--- src/rtl/uncore_access_seq.sv ---
// Single-outstanding access sequencer between the uncore request port and the
// memory-mapped peripherals. It accepts one request, presents the latched
// address/size to the region decoders, samples their one-hot result a cycle
// later, drives the selected peripheral until it completes or times out, and
// returns read data or an access fault.
//
// Ports:
//   clk, reset                      clock, synchronous active-high reset
//   ReqValid/ReqReady               request handshake (ready only in IDLE)
//   ReqAdr/ReqWrite/ReqSize/ReqWData request payload
//   DecAdr/DecSize                  latched address/size to region decoders
//   SelRegions                      decoder result, bit 0 = no region hit
//   PeriphSel/PeriphWrite/PeriphWData peripheral drive during ACCESS
//   PeriphReady/PeriphRData         muxed peripheral completion/read data
//   RspValid/RspReady               response handshake
//   RspRData/RspErr                 response payload (data 0 on write/fault)
//   FaultCount                      saturating count of faulted requests
module uncore_access_seq #(
  parameter int unsigned PA_BITS        = 34,
  parameter int unsigned XLEN           = 64,
  parameter int unsigned TIMEOUT_CYCLES = 64,
  parameter int unsigned NREG           = 14
) (
  input  logic                clk,
  input  logic                reset,
  input  logic                ReqValid,
  output logic                ReqReady,
  input  logic [PA_BITS-1:0]  ReqAdr,
  input  logic                ReqWrite,
  input  logic [1:0]          ReqSize,
  input  logic [XLEN-1:0]     ReqWData,
  output logic [PA_BITS-1:0]  DecAdr,
  output logic [1:0]          DecSize,
  input  logic [NREG-1:0]     SelRegions,
  output logic [NREG-2:0]     PeriphSel,
  output logic                PeriphWrite,
  output logic [XLEN-1:0]     PeriphWData,
  input  logic                PeriphReady,
  input  logic [XLEN-1:0]     PeriphRData,
  output logic                RspValid,
  input  logic                RspReady,
  output logic [XLEN-1:0]     RspRData,
  output logic                RspErr,
  output logic [7:0]          FaultCount
);

  localparam int unsigned SEL_W = NREG - 1;
  localparam int unsigned CNT_W = $clog2(TIMEOUT_CYCLES + 1);
  localparam logic [CNT_W-1:0] CNT_LAST = CNT_W'(TIMEOUT_CYCLES - 1);

  typedef enum logic [1:0] {IDLE, DECODE, ACCESS, RESP} state_t;

  state_t             state_q, state_d;
  logic [PA_BITS-1:0] adr_q;
  logic [1:0]         size_q;
  logic               write_q;
  logic [XLEN-1:0]    wdata_q;
  logic [SEL_W-1:0]   sel_q;
  logic [CNT_W-1:0]   cnt_q;
  logic [XLEN-1:0]    rdata_q;
  logic               err_q;
  logic [7:0]         fault_q;

  logic [SEL_W-1:0]   hits_c;
  logic               multi_hit_c;
  logic               accept_c, dec_fault_c, dec_ok_c;
  logic               acc_done_c, acc_tmo_c, rsp_take_c;

  // More than one real region selected: x & (x-1) clears the lowest set bit.
  assign hits_c      = SelRegions[NREG-1:1];
  assign multi_hit_c = |(hits_c & (hits_c - SEL_W'(1)));

  // State register
  always_ff @(posedge clk) begin
    if (reset) state_q <= IDLE;
    else       state_q <= state_d;
  end

  // Next-state and per-state event decode
  always_comb begin
    state_d     = state_q;
    accept_c    = 1'b0;
    dec_fault_c = 1'b0;
    dec_ok_c    = 1'b0;
    acc_done_c  = 1'b0;
    acc_tmo_c   = 1'b0;
    rsp_take_c  = 1'b0;
    case (state_q)
      IDLE: begin
        if (ReqValid) begin
          accept_c = 1'b1;
          state_d  = DECODE;
        end
      end
      DECODE: begin
        if (SelRegions[0] || multi_hit_c) begin
          dec_fault_c = 1'b1;
          state_d     = RESP;
        end else begin
          dec_ok_c = 1'b1;
          state_d  = ACCESS;
        end
      end
      ACCESS: begin
        // Completion in the last counted cycle takes priority over timeout.
        if (PeriphReady) begin
          acc_done_c = 1'b1;
          state_d    = RESP;
        end else if (cnt_q == CNT_LAST) begin
          acc_tmo_c = 1'b1;
          state_d   = RESP;
        end
      end
      RESP: begin
        if (RspReady) begin
          rsp_take_c = 1'b1;
          state_d    = IDLE;
        end
      end
      default: state_d = IDLE;
    endcase
  end

  // Request latch, select/timeout tracking, response and fault registers
  always_ff @(posedge clk) begin
    if (reset) begin
      adr_q   <= '0;
      size_q  <= '0;
      write_q <= 1'b0;
      wdata_q <= '0;
      sel_q   <= '0;
      cnt_q   <= '0;
      rdata_q <= '0;
      err_q   <= 1'b0;
      fault_q <= '0;
    end else begin
      if (accept_c) begin
        adr_q   <= ReqAdr;
        size_q  <= ReqSize;
        write_q <= ReqWrite;
        wdata_q <= ReqWData;
      end
      if (dec_ok_c) begin
        sel_q <= hits_c;
        cnt_q <= '0;
      end
      if (state_q == ACCESS && !acc_done_c && !acc_tmo_c) begin
        cnt_q <= cnt_q + CNT_W'(1);
      end
      if (dec_fault_c || acc_tmo_c) begin
        rdata_q <= '0;
        err_q   <= 1'b1;
        if (fault_q != 8'hFF) fault_q <= fault_q + 8'd1;
      end
      if (acc_done_c) begin
        rdata_q <= write_q ? '0 : PeriphRData;
        err_q   <= 1'b0;
      end
      if (rsp_take_c) begin
        rdata_q <= '0;
        err_q   <= 1'b0;
      end
    end
  end

  // Outputs are registers or a function of state and registers only
  assign ReqReady    = (state_q == IDLE);
  assign DecAdr      = adr_q;
  assign DecSize     = size_q;
  assign PeriphSel   = (state_q == ACCESS) ? sel_q : '0;
  assign PeriphWrite = (state_q == ACCESS) && write_q;
  assign PeriphWData = wdata_q;
  assign RspValid    = (state_q == RESP);
  assign RspRData    = rdata_q;
  assign RspErr      = err_q;
  assign FaultCount  = fault_q;

endmodule
--- config.mk ---
export PLATFORM = sky130hd
export DESIGN_NAME = uncore_access_seq
export DESIGN_NICKNAME = d
export VERILOG_FILES = /design/src/rtl/uncore_access_seq.sv
export SDC_FILE = /design/constraint.sdc
export NUM_CORES = 1
export LEC_CHECK = 0
export CAP_MARGIN = 20
export CORE_AREA = 5 5 142 144
export CTS_BUF_LIST = sky130_fd_sc_hd__clkbuf_8
export CTS_CLUSTER_DIAMETER = 30
export DETAILED_ROUTE_END_ITERATION = 6
export DIE_AREA = 0 0 147 149
export PLACE_DENSITY_LB_ADDON = 0.15
export SETUP_SLACK_MARGIN = 0.02
export SLEW_MARGIN = 20
export SYNTH_ARGS = -nofsm -noshare
export SYNTH_HDL_FRONTEND = slang
export SYNTH_SLANG_ARGS = --single-unit
export TNS_END_PERCENT = 5
--- constraint.sdc ---
create_clock -name clk -period 3.25 [get_ports clk]
set_input_delay 0.325 -clock clk [delete_from_list [all_inputs] [get_ports clk]]
set_output_delay 0.325 -clock clk [all_outputs]
set_load 0.02 [all_outputs]
==> out/results.ini <==
[run_status]
outcome = completed

[synthesis]
synth_area_per_cell_sq_um = 9.10
synth_edf_count = 0
syn_inst = 778
yosysWarnings = 0
synth_area_sq_mm = 0.00708
synth.area.top_cells = dfxtp_1 (55%), nand2_1 (11%), a22o_1 (7.9%)
async_reset_ff_frac = 0
yosys.area.top_type_share = 0.554
syn_nets = 968
ys.flop_type = dfxtp_1
ys_seq_elements = 196
yosys.area.top_type = dfxtp_1
ys_types = 47
yosysSeqAreaShare = 0.554

[sta]
fin_skew_ps = 22.3
min_period_over_period = 0.746
setup_violations = 0
fmax_mhz = 413
timing.slew.headroom = 0.379
max_slew.worst_pin.slew_ps = 932
hold_violations = 0
rsz0062_at_grt = false
fin_crit_ps = 2420
slew_viol_final = 0
setup_tns_ps = 0

[drt]
wl_met1_microns = 9430
routed_wl_microns = 23600
wl_per_cell_microns = 17.2
wl_met3_microns = 2280
detailedRoute.firstPassIterationCount = 6
route.met2.wl_microns = 11600
viasPerCell = 4.85
num_vias = 6667
drc_errors = 0
drt_iter0_drc = 308
maxUsedRoutingLayer = met4
drtAntennaViolNets = 0

[critical_path]
worstPathArrival_ps = 2780
crit_fanout = 10
critPathTopFamily = simple AND/OR/NAND/NOR gates
crit_path_end_kind = register
crit_chain = inv_1 -> ha_1 -> nand2b_1 -> nor4_1 -> o21ai_0 -> a21oi_4 -> and3_1 -> mux2_4
crit_slowest_cell = nor4_1
required_ps = 3610
worst-path-buf-inv = 1
critPathKind = register to register
cp_slowest_stage_delay_ps = 450
critPathLaunchType = register

[floorplan]
coreArea_sq_mm = 0.0186
io_pins = 373
fp.dieArea_sq_mm = 0.0219
rows = 50
fp.dieH_microns = 149
initial_core_util = 0.381
die_w_microns = 147

[clock_tree]
cts_hold_buf = 0
cts_setup_buffers = 0
numCtsBuffers = 17
cts_buffer_depth = 2
cts_sinks = 196
cts_tree = done
cts-resized-gates = 0
clock_latency_ps = 460
clockRootBuffer = clkbuf_8
clk_pin_slew_ps = 110
htreeDepth = 4

[global_routing]
grt_pass1_vias = 6244
antenna_found_initial = 1
grt_use_total = 0.204
grt_overflow = 0
grt_max_degree = 85
grt_first_pass_wirelength_microns = 35500

[power_and_ir_drop]
power.leakage_nw = 4.36
vdd_drop_max_mv = 0.443
design_power_total_mw = 7.01
pwr_density_cell_mw_per_mm2 = 615

[placed_design]
gp_congestion = 0.799
io_buffers = 372
dp.cells = 1342
dpl.hpwl_microns = 17600

[layout]
fin_nets = 1317
post-route-util = 0.613
drive_above_1_share = 0.0535
n_fill_cell = 1675
fin_cells = 1375
area_growth_pct = 60.9

[run]
maxCapViolCount = 0

[min_path]
hold_class = input pin to register

cells in the final DEF (no fill, tap or decap), drive strengths merged, types with 12 or more instances in the layout:
cell           count
inv               14
nor2              33
clkdlybuf4s50    371
buf               12
mux2i             15
a21oi            111
nand2            209
clkbuf            18
a22o              64
dfxtp            196
and2              15
synth_stat cells, drive strengths merged, types with 2 or more instances:
cell type and count:
a22o 64, a21oi 111, nor3 7, nand2b 3, a21o 2, a31o 2
ha 6, nand4 5, and2 15, nor3b 2, inv 8, a31oi 5
buf 21, and3 2, a22oi 2, nor2 33, nor4 2, nand2 209
dfxtp 196, nand3 5, o21ai 9, nor2b 4, clkbuf 32, mux2i 15
mux2 5
flip-flops by register name (all words and copies together), names as in the netlist:
signal / flops
RspErr: 1
RspRData: 64
write_q: 1
DecAdr: 34
state_q: 2
sel_q: 13
FaultCount: 8
PeriphWData: 64
cnt_q: 7
DecSize: 2
final cells by class:
type | count | area (sq um) | area share
timing repair buffer | 383 | 3850 | 0.338
multi-input combinational | 521 | 2900 | 0.254
clock inverter | 14 | 146 | 0.0128
tap | 234 | 293 | 0.0257
clock buffer | 18 | 248 | 0.0217
antenna | 1 | 2.50 | 0.000220
inverter | 8 | 30.0 | 0.00264
sequential | 196 | 3920 | 0.344
power breakdown:
group / internal [mW] / total (mW) / switching, mW
logic: 1.12 / 2.54 / 1.41
clock network: 0.652 / 1.57 / 0.915
registers: 2.73 / 2.90 / 0.171
path summary, 6_finish.rpt:
path	slack [ps]	start	endpoint	cells past startpoint
max	830	state_q[0]	FaultCount[3]	8
min	120	reset	PeriphWData[63]	2
max reg2reg	830	state_q[0]	FaultCount[3]	8
min reg2reg	460	PeriphWData[27]	PeriphWData[27]	2
layer usage:
| metal | vias to the layer above | track usage |
|---|---|---|
| met4 | 0 | 0.0485 |
| met5 | - | 0 |
| li1 | 3341 | - |
| met2 | 248 | 0.353 |
| met1 | 3059 | 0.233 |
| met3 | 19 | 0.0912 |
stage by stage:
step,cell area (sq um),hold WS [ps],setup slack [ps]
2_1_floorplan,7080,445,1020
3_3_place_gp,11000,440,634
3_5_place_dp,11000,445,546
4_1_cts,11400,81.1,763
5_1_grt,11400,96.8,566
6_report,11400,124,827
cells by family after synthesis:
| logic type | after synthesis | synth area share |
|---|---|---|
| xor gates and xnor gates | 2 | 0.00247 |
| and+or+nand+nor | 292 | 0.178 |
| muxes | 20 | 0.0297 |
| adders and majority gates | 6 | 0.0106 |
| buffers and inverters | 61 | 0.0389 |
| AOI/OAI and AO/OA | 201 | 0.187 |
| DFF | 196 | 0.554 |
No activity file was read; power rests on OpenSTA's default activity.
